--- config.mk ---
export PLATFORM = sky130hd
export DESIGN_NAME = ps2_paddle_keys
export DESIGN_NICKNAME = d
export VERILOG_FILES = /design/src/rtl/ps2_paddle_keys.sv
export SDC_FILE = /design/constraint.sdc
export NUM_CORES = 1
export LEC_CHECK = 0
export CAP_MARGIN = 20
export CORE_MARGIN = 10
export CORE_UTILIZATION = 51
export DETAILED_ROUTE_END_ITERATION = 12
export PLACE_DENSITY = 0.83
export SYNTH_ARGS = -nofsm -noshare
export SYNTH_HDL_FRONTEND = slang
export SYNTH_SLANG_ARGS = --single-unit
--- constraint.sdc ---
create_clock -name clk -period 2.5 [get_ports clk]
set_input_delay 0.375 -clock clk [delete_from_list [all_inputs] [get_ports clk]]
set_output_delay 0.375 -clock clk [all_outputs]
set_load 0.01 [all_outputs]
--- src/rtl/ps2_paddle_keys.sv ---
// PS/2 keyboard receiver: synchronizes and filters the line, frames bytes, and
// decodes W/S/Up/Down make/break sequences into a held-key vector.
module ps2_paddle_keys #(
   parameter int FILTER_LEN     = 8,
   parameter int TIMEOUT_CYCLES = 200000
) (
   input  logic        clk,
   input  logic        reset,
   input  logic        ps2_clk,
   input  logic        ps2_data,
   output logic [3:0]  key_held,
   output logic [31:0] scan_code,
   output logic        code_valid,
   output logic        frame_err
);

   localparam int FW = $clog2(FILTER_LEN + 1);
   localparam int TW = $clog2(TIMEOUT_CYCLES + 1);

   typedef enum logic [1:0] {IDLE, DATA, PARITY, STOP} state_t;

   logic          clk_meta_q, clk_sync_q, data_meta_q, data_sync_q;
   logic          filt_clk_q, filt_clk_d;
   logic [FW-1:0] filt_cnt_q, filt_cnt_d;
   logic [TW-1:0] tmo_cnt_q, tmo_cnt_d;
   state_t        state_q, state_d;
   logic [2:0]    bit_cnt_q, bit_cnt_d;
   logic [7:0]    shift_q, shift_d;
   logic          parity_q, parity_d;
   logic          break_q, break_d;
   logic          ext_q, ext_d;
   logic [3:0]    key_q, key_d;
   logic [31:0]   scan_q, scan_d;
   logic          code_valid_q, code_valid_d;
   logic          frame_err_q, frame_err_d;
   logic          filt_edge, filt_fall;

   always_comb begin
      // NOTE: every variable gets a default first so no path can infer a latch.
      filt_clk_d   = filt_clk_q;
      filt_cnt_d   = filt_cnt_q;
      tmo_cnt_d    = tmo_cnt_q;
      state_d      = state_q;
      bit_cnt_d    = bit_cnt_q;
      shift_d      = shift_q;
      parity_d     = parity_q;
      break_d      = break_q;
      ext_d        = ext_q;
      key_d        = key_q;
      scan_d       = scan_q;
      code_valid_d = 1'b0;
      frame_err_d  = 1'b0;

      // Filtered clock flips only after FILTER_LEN samples disagreeing with it.
      if (clk_sync_q == filt_clk_q) begin
         filt_cnt_d = '0;
      end else if (filt_cnt_q == FW'(FILTER_LEN - 1)) begin
         filt_clk_d = clk_sync_q;
         filt_cnt_d = '0;
      end else begin
         filt_cnt_d = filt_cnt_q + 1'b1;
      end
      filt_edge = (filt_clk_d != filt_clk_q);
      filt_fall = filt_clk_q & ~filt_clk_d;

      if (filt_edge) begin
         tmo_cnt_d = '0;
      end else if (state_q != IDLE && tmo_cnt_q != TW'(TIMEOUT_CYCLES)) begin
         tmo_cnt_d = tmo_cnt_q + 1'b1;
         if (tmo_cnt_d == TW'(TIMEOUT_CYCLES)) begin
            state_d     = IDLE;
            frame_err_d = 1'b1;
         end
      end

      if (filt_fall) begin
         unique case (state_q)
            IDLE: begin
               if (!data_sync_q) begin
                  state_d   = DATA;
                  bit_cnt_d = '0;
               end
            end
            DATA: begin
               shift_d   = {data_sync_q, shift_q[7:1]};
               bit_cnt_d = bit_cnt_q + 1'b1;
               if (bit_cnt_q == 3'd7) state_d = PARITY;
            end
            PARITY: begin
               parity_d = data_sync_q;
               state_d  = STOP;
            end
            STOP: begin
               state_d = IDLE;
               if (data_sync_q && (^shift_q ^ parity_q)) begin
                  code_valid_d = 1'b1;
                  scan_d       = {scan_q[23:0], shift_q};
                  if (shift_q == 8'hF0) begin
                     break_d = 1'b1;
                  end else if (shift_q == 8'hE0) begin
                     ext_d = 1'b1;
                  end else begin
                     case ({ext_q, shift_q})
                        9'h01D:  key_d[3] = ~break_q;
                        9'h01B:  key_d[2] = ~break_q;
                        9'h175:  key_d[1] = ~break_q;
                        9'h172:  key_d[0] = ~break_q;
                        default: ;
                     endcase
                     break_d = 1'b0;
                     ext_d   = 1'b0;
                  end
               end else begin
                  frame_err_d = 1'b1;
               end
            end
            default: state_d = IDLE;
         endcase
      end
   end

   // NOTE: sequential state uses non-blocking assignments only, so every flop
   // samples pre-edge values regardless of statement order.
   always_ff @(posedge clk or posedge reset) begin
      if (reset) begin
         clk_meta_q   <= 1'b1;
         clk_sync_q   <= 1'b1;
         data_meta_q  <= 1'b1;
         data_sync_q  <= 1'b1;
         filt_clk_q   <= 1'b1;
         filt_cnt_q   <= '0;
         tmo_cnt_q    <= '0;
         state_q      <= IDLE;
         bit_cnt_q    <= '0;
         shift_q      <= '0;
         parity_q     <= 1'b0;
         break_q      <= 1'b0;
         ext_q        <= 1'b0;
         key_q        <= '0;
         scan_q       <= '0;
         code_valid_q <= 1'b0;
         frame_err_q  <= 1'b0;
      end else begin
         clk_meta_q   <= ps2_clk;
         clk_sync_q   <= clk_meta_q;
         data_meta_q  <= ps2_data;
         data_sync_q  <= data_meta_q;
         filt_clk_q   <= filt_clk_d;
         filt_cnt_q   <= filt_cnt_d;
         tmo_cnt_q    <= tmo_cnt_d;
         state_q      <= state_d;
         bit_cnt_q    <= bit_cnt_d;
         shift_q      <= shift_d;
         parity_q     <= parity_d;
         break_q      <= break_d;
         ext_q        <= ext_d;
         key_q        <= key_d;
         scan_q       <= scan_d;
         code_valid_q <= code_valid_d;
         frame_err_q  <= frame_err_d;
      end
   end

   assign key_held   = key_q;
   assign scan_code  = scan_q;
   assign code_valid = code_valid_q;
   assign frame_err  = frame_err_q;

endmodule

==> run metrics <==
run status completed; worst slew pin tran 0.550 ns; Yosys top cell area share 47.8%; n_diodes 0; Core ar. 0.00765 mm^2; Hold Vio Cnt, Final 0; area leader, netlist dfrtp_1; Die Wd 108 um; Overall Global Routing Usage 14.2%; syn avg cell area 11.0 um^2; layout cell share with drive strength beyond 1 20.5%; Initial DRC Count 102; die area 0.0117 mm^2; PortBufs 41; synthesized instance count 361; Area Overhead vs Synth 24.9%; Mapped Area 0.00398 mm^2; Tightest Hold Check Type input pin to asynchronous set/reset pin; fin crit period 2.47 ns; Initial Utilization 52.0%; final worst slack 0.0268 ns; root buffer cell clkbuf_8; highest clock rate 404 MHz; DIE HEIGHT 108 um; Distinct cells, synth 48; DRT antenna net count 0; asr flop ratio synth 100%; Final #Nets 445; crit end category flop; global-route wire length before repair 13,600 um; crit path max fanout 3; Clock Tree Buf Depth 2; YS warnings 0; largest net degree at the start of global routing 43; RSZ-0062 raised after global routing yes; critical setup path kind flop to flop; vias per inst 5.43; initial antenna violation count 0; sequential standard cell area 0.00203 mm^2; CTS Buf Count 9; WL per Instance 15.9 um; Multi-input gate area 0.00190 mm^2; number of I/O pins 42; Pins Over Slew Limit 0; global route overflow 0; HPWL after DPL 5790 um; most used flip-flop cell after synthesis dfrtp_1; Synth top cells by count dfrtp_1, nand2_1, o21ai_0; row count 32; detailed-route via count 2,862; GP Congestion 0.870; cell with the most instances after synthesis dfrtp_1; Yosys reg bits 81; max_slew headroom 63.3%; Worst EP required 2.72 ns; H-tree depth 3; vias in the first global route 2,890; P_leak 2.28 nW; DR DRC count 0; Critical Path Start Type flop; WP data arrival 2.69 ns; Final Setup Violations 0; WL final 8380 um; Hold Buf Count CTS 0; Clk pin slew, worst setup/hold paths 0.08 ns; CTS tree built; Tot Pwr 3.28 mW; pre-CTS setup slack -0.159 ns; CTS sink cnt 81; VDD IR max 477 uV; Post-synth EDFFs 0; fill count 554; total power per unit cell area 661 mW/mm^2; top post-synthesis cells by area dfrtp_1, mux2_2, ha_1; DR pass1 iterations 4; Tcrit/Tclk final 98.9%; share of the yosys chip area belonging to registers 51.1%; Final Skew 0.0129 ns; final core utilization 64.9%; worst skew pair latency 0.36 ns; Max Cap Viol 0; Mapped Nets 386
[routing by layer]
layer,vias up,GRT usage [%],part of all wire (%)
met1,1392,16.4,42
met5,-,0,0
li1,1365,-,-
met3,19,3.45,6.5
met2,86,24.5,49
met4,0,6.69,2.6
[cell type report]
cell class | instances | area share [%]
timing repair buffer | 62 | 11.8
sequential | 81 | 40.9
clock buffer | 10 | 2.77
multi-input combinational | 243 | 38.3
tap | 102 | 2.57
inverter | 23 | 1.76
clock inverter | 6 | 1.79
[report_power, final]
part           internal [mW]  switching, mW
sequential              1.40          0.106
combinational          0.321          0.375
clock                  0.591          0.484
[worst max-delay path, stage by stage (launching register included)]
cell      delay, ns
dfrtp_1        0.42
ha_4           0.18
nand3b_1       0.15
mux2i_2        0.30
ha_4           0.17
nand3_2        0.06
or4b_4         0.52
nor4_4         0.39
o32ai_2        0.14
[cells by family after synthesis]
| group | synth area share (%) |
|---|---|
| fa+ha+maj | 6.61 |
| compound gates | 7.42 |
| buf+inv | 3.99 |
| flops | 51.1 |
| xor+xnor | 6.17 |
| simple gates | 16.6 |
| mux | 8.05 |
[registers in the layout (all words and copies together), names as in the netlist]
name and flops:
bit_cnt_q 3, break_q 1, clk_meta_q 1, clk_sync_q 1
code_valid 1, data_meta_q 1, data_sync_q 1, ext_q 1
filt_clk_q 1, filt_cnt_q 4, frame_err 1, key_held 4
parity_q 1, scan_code 32, shift_q 8, state_q 2
tmo_cnt_q 18
[cells in the final DEF (no fill, tap or decap), types with 3 or more instances in the layout]
master,n
nor4_4,4
xor2_1,12
mux2i_1,4
nand4_1,5
ha_1,19
nor4_1,3
mux2_2,24
nor3_1,5
o21ai_0,25
clkbuf_8,10
and4_1,4
and3_1,6
nor2_1,10
nor2b_1,4
buf_4,19
inv_1,22
dfrtp_1,76
nand2_1,32
a21oi_1,6
clkdlybuf4s50_1,41
nand3_1,11
xnor2_1,15
and2_1,14
nand3b_1,3
a22o_1,3
dfstp_2,5
[final timing paths]
path | to | slack, ns | cells after the start | start
max reg2reg | state_q[0] | 0.03 | 8 | filt_cnt_q[1]
min in group clk | data_sync_q | 0.36 | 0 | data_meta_q
max | state_q[0] | 0.03 | 8 | filt_cnt_q[1]
max in group asynchronous | filt_clk_q | 1.56 | 3 | reset
min reg2reg | data_sync_q | 0.36 | 0 | data_meta_q
min | scan_code[17] | 0.33 | 2 | reset
[metrics by stage]
stage          TNS (ns)  instance area (um^2)  hold WS, ns  instances
2_1_floorplan         0                  3980        0.345        361
3_3_place_gp    -0.0492                  4600        0.346        509
3_5_place_dp     -0.508                  4600        0.347        509
4_1_cts           -1.39                  4850        0.340        525
5_1_grt          -0.318                  4970        0.359        527
6_report              0                  4970        0.332        527
[repair_timing]
| action | in CTS | in global routing |
|---|---|---|
| pin swaps | 0 | 5 |
| hold endpoints to repair | 0 | 0 |
| setup buffers | 0 | 2 |
| setup endpoints to repair | 30 | 40 |
| resized for setup | 4 | 16 |
Note: power is estimated with default switching activity, not from simulation.
